--- src/rtl/gravador_jogadas.sv ---
// Player-side capture for the LED-pattern game: synchronizes, debounces and validates
// button presses, storing each accepted one-hot code in a 16x4 RAM with a registered read port.
module gravador_jogadas #(
   parameter int DEBOUNCE = 4
) (
   input  logic       clock,
   input  logic       reset_n,
   input  logic       limpa,
   input  logic       habilita,
   input  logic [3:0] botoes,
   input  logic [3:0] limite,
   input  logic [3:0] rd_address,
   output logic [3:0] rd_data,
   output logic [3:0] jogada,
   output logic       jogada_valida,
   output logic       erro_codigo,
   output logic [4:0] contagem,
   output logic       cheio
);

   typedef enum logic [2:0] {LIVRE, ARMADO, ESTAVEL, GRAVA, SOLTA} estado_t;

   localparam logic [7:0] DEB = 8'(DEBOUNCE);

   estado_t    estado;
   logic [3:0] sync1;
   logic [3:0] s;
   logic [3:0] cand;
   logic [7:0] cnt;
   logic [3:0] mem [16];
   logic       cand_one_hot;
   logic       escreve;

   assign cand_one_hot = (cand != 4'd0) && ((cand & (cand - 4'd1)) == 4'd0);
   // A clear on the same edge as GRAVA suppresses the write along with the pulse.
   assign escreve = (estado == GRAVA) && !limpa && cand_one_hot && !cheio
                    && (contagem != 5'd16);

   always_ff @(posedge clock or negedge reset_n) begin
      if (!reset_n) begin
         sync1         <= 4'd0;
         s             <= 4'd0;
         estado        <= LIVRE;
         cand          <= 4'd0;
         cnt           <= 8'd0;
         contagem      <= 5'd0;
         jogada        <= 4'd0;
         jogada_valida <= 1'b0;
         erro_codigo   <= 1'b0;
         cheio         <= 1'b0;
         rd_data       <= 4'd0;
      end else begin
         sync1         <= botoes;
         s             <= sync1;
         rd_data       <= mem[rd_address];
         jogada_valida <= 1'b0;
         erro_codigo   <= 1'b0;
         cheio         <= contagem > {1'b0, limite};

         if (limpa) begin
            contagem <= 5'd0;
            cheio    <= 1'b0;
            estado   <= SOLTA;
         end else begin
            case (estado)
               LIVRE, SOLTA: begin
                  if (s == 4'd0) estado <= ARMADO;
               end
               ARMADO: begin
                  if (habilita && s != 4'd0) begin
                     cand   <= s;
                     cnt    <= 8'd1;
                     estado <= ESTAVEL;
                  end
               end
               ESTAVEL: begin
                  if (!habilita) begin
                     estado <= SOLTA;
                  end else if (s == 4'd0) begin
                     estado <= ARMADO;
                  end else if (s != cand) begin
                     cand <= s;
                     cnt  <= 8'd1;
                  end else if (cnt == DEB) begin
                     estado <= GRAVA;
                  end else begin
                     cnt <= cnt + 8'd1;
                  end
               end
               GRAVA: begin
                  if (escreve) begin
                     jogada        <= cand;
                     jogada_valida <= 1'b1;
                     contagem      <= contagem + 5'd1;
                  end else if (!cand_one_hot) begin
                     erro_codigo <= 1'b1;
                  end
                  estado <= SOLTA;
               end
               default: estado <= LIVRE;
            endcase
         end
      end
   end

   // RAM contents survive reset; read-first falls out of the nonblocking read above.
   always_ff @(posedge clock) begin
      if (escreve) mem[contagem[3:0]] <= cand;
   end

endmodule

--- config.mk ---
export PLATFORM = sky130hd
export DESIGN_NAME = gravador_jogadas
export DESIGN_NICKNAME = d
export VERILOG_FILES = /design/src/rtl/gravador_jogadas.sv
export SDC_FILE = /design/constraint.sdc
export NUM_CORES = 1
export LEC_CHECK = 0
export ABC_CLOCK_PERIOD_IN_PS = 2780
export CELL_PAD_IN_SITES_DETAIL_PLACEMENT = 0
export CELL_PAD_IN_SITES_GLOBAL_PLACEMENT = 1
export CORE_MARGIN = 4
export CORE_UTILIZATION = 40
export CTS_CLUSTER_DIAMETER = 40
export DETAILED_ROUTE_END_ITERATION = 10
export PLACE_DENSITY = 0.64
export SKIP_LAST_GASP = 1
export SYNTH_ARGS = -nofsm -noshare
export SYNTH_HDL_FRONTEND = slang
export SYNTH_SLANG_ARGS = --single-unit
export TNS_END_PERCENT = 5
--- constraint.sdc ---
create_clock -name clock -period 2.78 [get_ports clock]
set_input_delay 0.278 -clock clock [delete_from_list [all_inputs] [get_ports clock]]
set_output_delay 0.278 -clock clock [all_outputs]
set_load 0.005 [all_outputs]
==> flow_summary.ini <==
[sta]
worst_pin_slew_ps = 941.6
period_share_pct = 77.71
setup-tns-final_ps = 0
slew_viol_final = 0
skew_ps = 11.97
setup_violations = 0
hold_violations = 0
rsz0062_at_grt = no
period_needed_ps = 2160
relSlewSlack_pct = 37.22
fmax_mhz = 462.9

[global_routing]
antenna_found_initial = 0
grt_pass1_vias = 2480
grt_use_met1_pct = 21.53
grt_pass1_wl_um = 13910
grt-busiest-layer = met1
grt_remaining_overflow = 0
grt_max_degree = 40
grtUsageMet2_pct = 20.46
grt_util_all_layers_pct = 14.16
gr-usage-met3_pct = 2.460

[die]
initial_core_util_pct = 40.94
die_h_um = 113.3
design.core.area_mm2 = 0.01084
die-width_um = 113.3
dieArea_mm2 = 0.01284
num_rows = 38
pin_count = 32

[hold_path]
hold_path_class = in -> async

[yosys]
yosys_warnings = 0
netlist_instances = 283
postSynthRegisterBits = 103
synth_edf_count = 64
netlist_area_mm2 = 0.004438
avgSynthCellArea_um2 = 15.68
ys.flop_type = edfxtp_1
yosysSeqAreaShare_pct = 65.29
yosysUniqueCellTypes = 44
syn_nets = 309
ys_async_sr_fraction_pct = 37.86

[layout]
finalNetCount = 351
antenna_cells = 0
layout-drive-gt1-share_pct = 17.88
fill_cells = 982
syn_to_final_growth_pct = 15.62
fin_area_mm2 = 0.005131

[job]
max_cap_violations = 0

[power]
powerDensity_mw_per_mm2 = 542.4
ir_worst_vdd_mv = 0.2427
p_leak_nw = 1.936

[place]
placed_area_mm2 = 0.004927
place_hpwl_um = 5968
gp_congestion = 0.7821
io_buffers = 31

[clock_tree]
htreeDepth = 3
path_clk_slew_ps = 110
clock-sinks = 103
hold_buffers = 0
cts_buffers = 9
cts_root_buf = clkbuf_8
post-cts-setup-buffers = 0
clk_latency_ps = 360
clk_path_buf_depth = 2
postCtsResizedCells = 0
tritoncts = built

[worst_setup_path]
crit_arrival_ps = 2420
path_delay_family = simple AND/OR/NAND/NOR gates
end_kind = register
critPathBufInv = 1
worst-path-max-fanout = 10
start_kind = register
setup.worst_path.class = reg -> reg
path_cells = nand2b_1 -> or4_1 -> clkinv_8 -> o31ai_2 -> o21a_1 -> a31o_2
crit_slowest_cell = or4_1
slowest_delay_ps = 770
cp.required_ps = 3040

[route]
viasPerCell = 5.285
wirelength_um = 8564
firstDrtPassIters = 4
drt_iter0_markers = 126
drc = 0
vias = 2484
wl_per_cell_um = 18.22
ant_nets = 0

[run_status]
outcome = finished clean
synthesized netlist by cell type, drive strengths merged (4+ instances only):
cell | n | area share (%)
nor3 | 5 | 0.56
nand2 | 18 | 1.5
nand2b | 5 | 0.70
inv | 12 | 1.0
o31ai | 4 | 0.79
a21oi | 7 | 0.79
ha | 10 | 2.8
mux2 | 5 | 1.3
mux2i | 4 | 0.90
nor2 | 9 | 0.76
buf | 7 | 1.2
xnor2 | 5 | 0.99
nand3 | 5 | 0.56
dfrtp | 39 | 22
o21ai | 7 | 0.79
o21a | 4 | 0.68
edfxtp | 64 | 43
mux4 | 20 | 10
and3 | 20 | 2.8
area by class of cell:
class	count	area, um2	share of cell area [%]
clock buffers	9	123.9	2.414
clock inverters	7	80.08	1.561
flip-flops and latches	103	2898	56.47
multi-input cells	157	1413	27.53
inverters	13	61.31	1.195
well taps	140	175.2	3.414
repair buffers	41	380.4	7.413
sequential cells by signal, indices dropped and copies added, names as in the netlist:
register and flops:
cand 4, cheio 1, cnt 8, contagem 5, erro_codigo 1, estado 3, jogada 4, jogada_valida 1
mem 64, rd_data 4, s 4, sync1 4
worst paths after layout:
| kind | startpoint | endpoint | slack [ps] | depth (start not counted) |
|---|---|---|---|---|
| max | estado[2] | cnt[3] | 620 | 6 |
| min | reset_n | rd_data[2] | 30 | 1 |
| max reg2reg | estado[2] | cnt[3] | 620 | 6 |
| min reg2reg | sync1[3] | s[3] | 360 | 0 |
| max in group asynchronous | reset_n | cand[2] | 2130 | 1 |
| min in group clock | botoes[0] | sync1[0] | 350 | 1 |
cell families (layout without fill, tap and decap cells):
family / after synthesis / after routing / share of synthesized area [%]
AOI/OAI and AO/OA: 30 / 30 / 4.596
xor gates and xnor gates: 6 / 6 / 1.184
adders and majority gates: 10 / 10 / 2.819
buffers and inverters: 23 / 70 / 2.876
DFF: 103 / 103 / 65.29
muxes: 29 / 29 / 12.32
and+or+nand+nor: 82 / 82 / 10.91
per-stage QoR:
step                      hold WS (ps)  total power, mW  utilization, %  worst slack, ps  std cells
final                            28.15            2.783           47.33            619.7        470
after CTS                        62.73            2.814           47.33            590.9        470
after detailed placement         338.5            1.866           45.45            358.4        454
after global routing             96.23            2.884           47.33            450.2        470
after global placement           334.4            1.865           45.45            404.9        454
after floorplan                 -17.59            1.783               -            655.0        283
power by group:
group / switching [mW] / internal, mW
Sequential: 0.0230 / 1.65
Clock: 0.527 / 0.428
Combinational: 0.0753 / 0.0844
layer usage:
metal  wire [um]  vias to the layer above
li1            -                     1167
met1        4274                     1257
met2        3897                       49
met3         266                       11
met4         125                        0
met5           0                        -
cell usage in the layout (no fill, tap or decap), types with 2 or more instances in the layout:
cell type / instances
edfxtp_1: 64
dfrtp_1: 39
clkdlybuf4s50_1: 30
mux4_2: 20
and3_1: 20
nand2_1: 18
inv_1: 12
ha_1: 10
buf_4: 10
nor2_1: 9
clkbuf_8: 9
o21ai_0: 7
a21oi_1: 7
mux2_2: 5
nand2b_1: 5
xnor2_1: 5
nand3_1: 5
nor3_1: 5
o21a_1: 4
mux2i_1: 4
nor3b_1: 3
o31ai_1: 3
nor2b_1: 3
nand4_1: 3
clkinv_4: 3
o31a_1: 2
nor4_4: 2
nor4b_1: 2
Note: power is estimated with default switching activity, not from simulation.
